**config.mk**
```make
export PLATFORM = sky130hd
export DESIGN_NAME = ps2_key_decoder
export DESIGN_NICKNAME = d
export VERILOG_FILES = /design/src/rtl/ps2_key_decoder.sv
export SDC_FILE = /design/constraint.sdc
export NUM_CORES = 1
export LEC_CHECK = 0
export CAP_MARGIN = 25
export CORE_MARGIN = 2
export CORE_UTILIZATION = 40
export CTS_BUF_LIST = sky130_fd_sc_hd__clkbuf_4 sky130_fd_sc_hd__clkbuf_8 sky130_fd_sc_hd__clkbuf_16
export DETAILED_ROUTE_END_ITERATION = 10
export SYNTH_ARGS = -nofsm -noshare
export SYNTH_HDL_FRONTEND = slang
export SYNTH_SLANG_ARGS = --single-unit
```
**constraint.sdc**
```tcl
create_clock -name clk_sys -period 5.1 [get_ports clk_sys]
set_clock_uncertainty 0.2 [all_clocks]
set_input_delay 1.02 -clock clk_sys [delete_from_list [all_inputs] [get_ports clk_sys]]
set_output_delay 1.02 -clock clk_sys [all_outputs]
set_load 0.02 [all_outputs]
```
**src/rtl/ps2_key_decoder.sv**
```systemverilog
// PS/2 keyboard frame decoder.
// Conditions the emulated PS/2 clock/data pair, deserialises 11-bit frames
// (start, 8 data LSB first, odd parity, stop), and folds the E0/F0 prefixes
// into single make/break key events.
//
// Ports:
//   clk_sys      system clock, all logic on its rising edge
//   reset        asynchronous, active-high reset
//   ps2_clk      PS/2 clock from the I/O bridge (idles high)
//   ps2_data     PS/2 data from the I/O bridge
//   key_strobe   one-cycle pulse: key event valid
//   key_code     scan code with prefixes removed, held until next event
//   key_ext      event was E0-prefixed, held
//   key_pressed  1 = make, 0 = break, held
//   frame_err    one-cycle pulse on start/parity/stop/timeout error
module ps2_key_decoder #(
  parameter int unsigned FILTER_LEN = 4,
  parameter int unsigned TIMEOUT    = 20000
) (
  input  logic       clk_sys,
  input  logic       reset,
  input  logic       ps2_clk,
  input  logic       ps2_data,
  output logic       key_strobe,
  output logic [7:0] key_code,
  output logic       key_ext,
  output logic       key_pressed,
  output logic       frame_err
);

  localparam logic [3:0]  FiltLast   = 4'(FILTER_LEN - 1);
  localparam logic [19:0] TimeoutVal = 20'(TIMEOUT);

  typedef enum logic [1:0] {StIdle, StRecv, StCheck, StDecode} state_e;

  // Two-flop synchronisers; reset to the idle-high line level.
  logic clk_meta_q, clk_sync_q, data_meta_q, data_sync_q;

  always_ff @(posedge clk_sys or posedge reset) begin
    if (reset) begin
      clk_meta_q  <= 1'b1;
      clk_sync_q  <= 1'b1;
      data_meta_q <= 1'b1;
      data_sync_q <= 1'b1;
    end else begin
      clk_meta_q  <= ps2_clk;
      clk_sync_q  <= clk_meta_q;
      data_meta_q <= ps2_data;
      data_sync_q <= data_meta_q;
    end
  end

  // Glitch filter: the filtered clock follows the synchronised clock only after
  // FILTER_LEN consecutive samples disagree with it.
  logic       filt_clk_q;
  logic [3:0] stab_cnt_q;
  logic       fall;

  // Asserted in the cycle whose edge flips the filtered clock 1->0.
  assign fall = filt_clk_q & ~clk_sync_q & (stab_cnt_q == FiltLast);

  always_ff @(posedge clk_sys or posedge reset) begin
    if (reset) begin
      filt_clk_q <= 1'b1;
      stab_cnt_q <= '0;
    end else if (clk_sync_q == filt_clk_q) begin
      stab_cnt_q <= '0;
    end else if (stab_cnt_q == FiltLast) begin
      filt_clk_q <= clk_sync_q;
      stab_cnt_q <= '0;
    end else begin
      stab_cnt_q <= stab_cnt_q + 4'd1;
    end
  end

  // Frame FSM with registered outputs.
  state_e      state_q;
  logic [3:0]  bit_cnt_q;
  logic [7:0]  shift_q;
  logic        parity_q;
  logic        stop_q;
  logic        ext_pend_q;
  logic        rel_pend_q;
  logic [19:0] timer_q;

  always_ff @(posedge clk_sys or posedge reset) begin
    if (reset) begin
      state_q     <= StIdle;
      bit_cnt_q   <= '0;
      shift_q     <= '0;
      parity_q    <= 1'b0;
      stop_q      <= 1'b0;
      ext_pend_q  <= 1'b0;
      rel_pend_q  <= 1'b0;
      timer_q     <= '0;
      key_strobe  <= 1'b0;
      key_code    <= '0;
      key_ext     <= 1'b0;
      key_pressed <= 1'b0;
      frame_err   <= 1'b0;
    end else begin
      key_strobe <= 1'b0;
      frame_err  <= 1'b0;
      unique case (state_q)
        StIdle: begin
          if (fall) begin
            if (!data_sync_q) begin
              state_q   <= StRecv;
              bit_cnt_q <= '0;
              timer_q   <= '0;
            end else begin
              frame_err <= 1'b1;
            end
          end
        end
        StRecv: begin
          if (fall) begin
            timer_q   <= '0;
            bit_cnt_q <= bit_cnt_q + 4'd1;
            if (bit_cnt_q < 4'd8) begin
              shift_q <= {data_sync_q, shift_q[7:1]};
            end else if (bit_cnt_q == 4'd8) begin
              parity_q <= data_sync_q;
            end else begin
              stop_q  <= data_sync_q;
              state_q <= StCheck;
            end
          end else if (timer_q == TimeoutVal) begin
            // Partial frame is discarded along with any pending prefix.
            frame_err  <= 1'b1;
            ext_pend_q <= 1'b0;
            rel_pend_q <= 1'b0;
            state_q    <= StIdle;
          end else begin
            timer_q <= timer_q + 20'd1;
          end
        end
        StCheck: begin
          if ((^shift_q ^ parity_q) && stop_q) begin
            state_q <= StDecode;
          end else begin
            frame_err  <= 1'b1;
            ext_pend_q <= 1'b0;
            rel_pend_q <= 1'b0;
            state_q    <= StIdle;
          end
        end
        StDecode: begin
          state_q <= StIdle;
          case (shift_q)
            8'hE0:   ext_pend_q <= 1'b1;
            8'hF0:   rel_pend_q <= 1'b1;
            8'hE1:   ; // Pause prefix: dropped, pending flags untouched
            default: begin
              key_code    <= shift_q;
              key_ext     <= ext_pend_q;
              key_pressed <= ~rel_pend_q;
              key_strobe  <= 1'b1;
              ext_pend_q  <= 1'b0;
              rel_pend_q  <= 1'b0;
            end
          endcase
        end
        default: state_q <= StIdle;
      endcase
    end
  end

endmodule

```
==> impl_metrics.env <==
export IMPL_rows=31
export IMPL_grt_overflow=0
export IMPL_worstPathRequired_ns=5.12
export IMPL_ctsHoldBuffers=0
export IMPL_synthTopCellsByArea="dfrtp_1 (46%), nand2_1 (6.3%), ha_1 (5.2%), dfstp_2 (4.5%), o21ai_0 (3.6%)"
export IMPL_num_antenna_cells=0
export IMPL_path_max_fanout=13
export IMPL_min_to="clk_sync_q$_DFF_PP1_"
export IMPL_cts_tree="done"
export IMPL_critPathArrivalTime_ns=2.54
export IMPL_postCtsSetupBuffers=0
export IMPL_ys_flop_type="dfrtp_1"
export IMPL_r2r_start="state_q[0]$_DFFE_PP0P_"
export IMPL_vias=2210
export IMPL_yosysSeqAreaShare_pct=50.9
export IMPL_cts_root_buf="clkbuf_8"
export IMPL_crit_buf_inv=0
export IMPL_synthAdderAreaFrac_pct=5.15
export IMPL_vias_per_cell=5.22
export IMPL_synth_compound_area_share_pct=11.7
export IMPL_place_congestion=0.845
export IMPL_muxShareOfSynthArea_pct=2.66
export IMPL_final_common_cell="dfrtp_1"
export IMPL_worst_path_max_delay_cell="nor2_1"
export IMPL_fillerInstances=708
export IMPL_fin_ws_ns=2.58
export IMPL_min_delay_path_depth=0
export IMPL_drv_slew=0
export IMPL_ys_seq_elements=59
export IMPL_pre_cts_ws_ns=2.55
export IMPL_start_util_pct=40.8
export IMPL_max_slew_margin_pct=52.9
export IMPL_drc=0
export IMPL_reg2reg_slack_ns=2.58
export IMPL_synth_simple_area_share_pct=21.9
export IMPL_finalSetupTns_ns=0
export IMPL_numPortBuffers=15
export IMPL_fin_hold_ws_ns=0.158
export IMPL_grt_use_total_pct=16.3
export IMPL_clock_sinks=59
export IMPL_die_width_microns=89.4
export IMPL_end_kind="flip-flop"
export IMPL_yosys_warnings=0
export IMPL_ys_types=45
export IMPL_reg2reg_to="shift_q[7]$_DFFE_PP0P_"
export IMPL_min_path_type="reg2reg"
export IMPL_pwr_density_cell_nw_per_um2=323
export IMPL_worst_pin_slew_ns=0.703
export IMPL_clock_latency_ns=0.34
export IMPL_setup_viol=0
export IMPL_cts_resized=0
export IMPL_final_layout_size_suffix_gt1_share_pct=10.8
export IMPL_max_clock_path_buffers=2
export IMPL_layout_common_cells="dfrtp_1 (54), nand2_1 (49), nor2_1 (22)"
export IMPL_synth_area_per_cell_sq_um=9.75
export IMPL_synth_top_area_cell="dfrtp_1"
export IMPL_synth_top_area_share_pct=46.4
export IMPL_synth_edf_count=0
export IMPL_area_growth_pct=16.6
export IMPL_critical_path_class="reg2reg"
export IMPL_hp_start="clk_meta_q$_DFF_PP1_"
export IMPL_die_area_sq_um=7990
export IMPL_synth_xor_area_share_pct=4.38
export IMPL_ioPinCount=16
export IMPL_hold_violations=0
export IMPL_cts_htree_levels=3
export IMPL_rsz0062_at_grt="false"
export IMPL_peakVddDrop_v=0.000155
export IMPL_ant_nets=0
export IMPL_post_route_min_period_ns=2.52
export IMPL_path_clk_slew_ns=0.07
export IMPL_die_h_microns=89.4
export IMPL_grt_pass1_vias=2096
export IMPL_ff2ff_path_depth=4
export IMPL_slowest_delay_ns=0.57
export IMPL_cts_made_buffers=9
export IMPL_postSynth_asyncResetShare_pct=100
export IMPL_synthCells=299
export IMPL_synth_top_family_by_area="simple AND/OR/NAND/NOR gates"
export IMPL_crit_path_cell_trace="nor2b_1 -> nand2_1 -> nor2_1 -> mux2_2"
export IMPL_power_leakage_nw=1.52
export IMPL_max_cap_violations=0
export IMPL_status="completed"
export IMPL_avgRoutedWirePerCell_microns=13.9
export IMPL_cp_start_kind="flip-flop"
export IMPL_grt_max_degree=34
export IMPL_antenna_found_initial=0
export IMPL_syn_nets=315
export IMPL_max_freq_mhz=396
export IMPL_core_area_sq_um=7140
export IMPL_finalCritPeriodShare_pct=49.5
export IMPL_dr_pass1_iters=4
export IMPL_nets=335
export IMPL_synth_area_sq_um=2920
export IMPL_dr_first_iter_drc_count=101
export IMPL_dp_hpwl_mm=4.15
export IMPL_crit_family="simple AND/OR/NAND/NOR gates"
export IMPL_grt_pass1_wl_mm=9.85
export IMPL_wl_mm=5.89
area by class of cell:
class / instances / area [sq um] / share of cell area, %
flip-flops and latches: 59 / 1480 / 43.6
inverters: 16 / 60.1 / 1.77
multi-input cells: 215 / 1330 / 39.2
clock inverters: 6 / 88.8 / 2.61
clock buffers: 10 / 138 / 4.05
repair buffers: 18 / 173 / 5.08
well taps: 99 / 124 / 3.64
metrics by stage:
step / instances / total power, mW / utilization [%] / instance area (sq um)
after floorplan: 299 / 0.597 / - / 2920
after global routing: 423 / 1.15 / 47.6 / 3400
after detailed placement: 406 / 0.628 / 44.4 / 3170
after global placement: 406 / 0.625 / 44.4 / 3170
after CTS: 422 / 1.11 / 47.5 / 3390
final: 423 / 1.10 / 47.6 / 3400
registers in the layout, indices dropped and copies added, names as in the netlist:
register,flops
bit_cnt_q,4
clk_meta_q,1
clk_sync_q,1
data_meta_q,1
data_sync_q,1
ext_pend_q,1
filt_clk_q,1
frame_err,1
key_code,8
key_ext,1
key_pressed,1
key_strobe,1
parity_q,1
rel_pend_q,1
shift_q,8
stab_cnt_q,4
state_q,2
stop_q,1
timer_q,20
kinds of logic (layout without fill, tap and decap cells):
| logic type | count (synthesis) | count (layout) |
|---|---|---|
| compound gates | 56 | 56 |
| fa+ha+maj | 12 | 12 |
| mux | 7 | 7 |
| simple gates | 127 | 127 |
| xor+xnor | 13 | 13 |
| buf+inv | 25 | 50 |
| flops | 59 | 59 |
layer usage:
metal  vias up  global-route usage, %  part of all wire (%)
li1       1093                      -                     -
met1      1077                   21.4                    48
met2        34                   25.1                    47
met3         6                   4.62                   3.6
met4         0                   7.46                   1.4
met5         -                      0                     0
synth_stat cells (all sizes together) (2+ instances only):
library cell / n
nor4b: 5
a31o: 2
o21ai: 21
nand2: 49
nor2b: 2
nor3: 6
nor4: 3
o211ai: 4
and4: 3
o22ai: 3
a21o: 2
dfrtp: 54
mux2: 6
inv: 16
nand4: 7
buf: 4
nand2b: 3
nand3b: 3
ha: 12
or3: 4
dfstp: 5
a21oi: 13
clkbuf: 5
nand3: 10
xnor2: 6
nor2: 22
xor2: 6
and3: 7
how the worst max path moves through the flow:
stage	startpoint	end	cells after the start
floorplan	reset	bit_cnt_q[0]$_DFFE_PP0P_	1
global placement	reset	data_meta_q$_DFF_PP1_	3
detailed placement	reset	data_meta_q$_DFF_PP1_	3
CTS	key_pressed$_DFFE_PP0P_	key_pressed	1
global route	state_q[0]$_DFFE_PP0P_	shift_q[6]$_DFFE_PP0P_	4
finish	state_q[0]$_DFFE_PP0P_	shift_q[7]$_DFFE_PP0P_	4
where the power goes:
part | switching [mW] | total, mW | internal, mW
clock network | 0.190 | 0.478 | 0.288
registers | 0.0232 | 0.514 | 0.491
logic | 0.0690 | 0.107 | 0.0378
worst register-to-register path, stage by stage, from the launching register on:
cell and delay [ns]:
dfrtp_1 0.53, nor2b_1 0.54, nand2_1 0.17, nor2_1 0.57, mux2_2 0.40
Power figures use the tool's default switching activity.
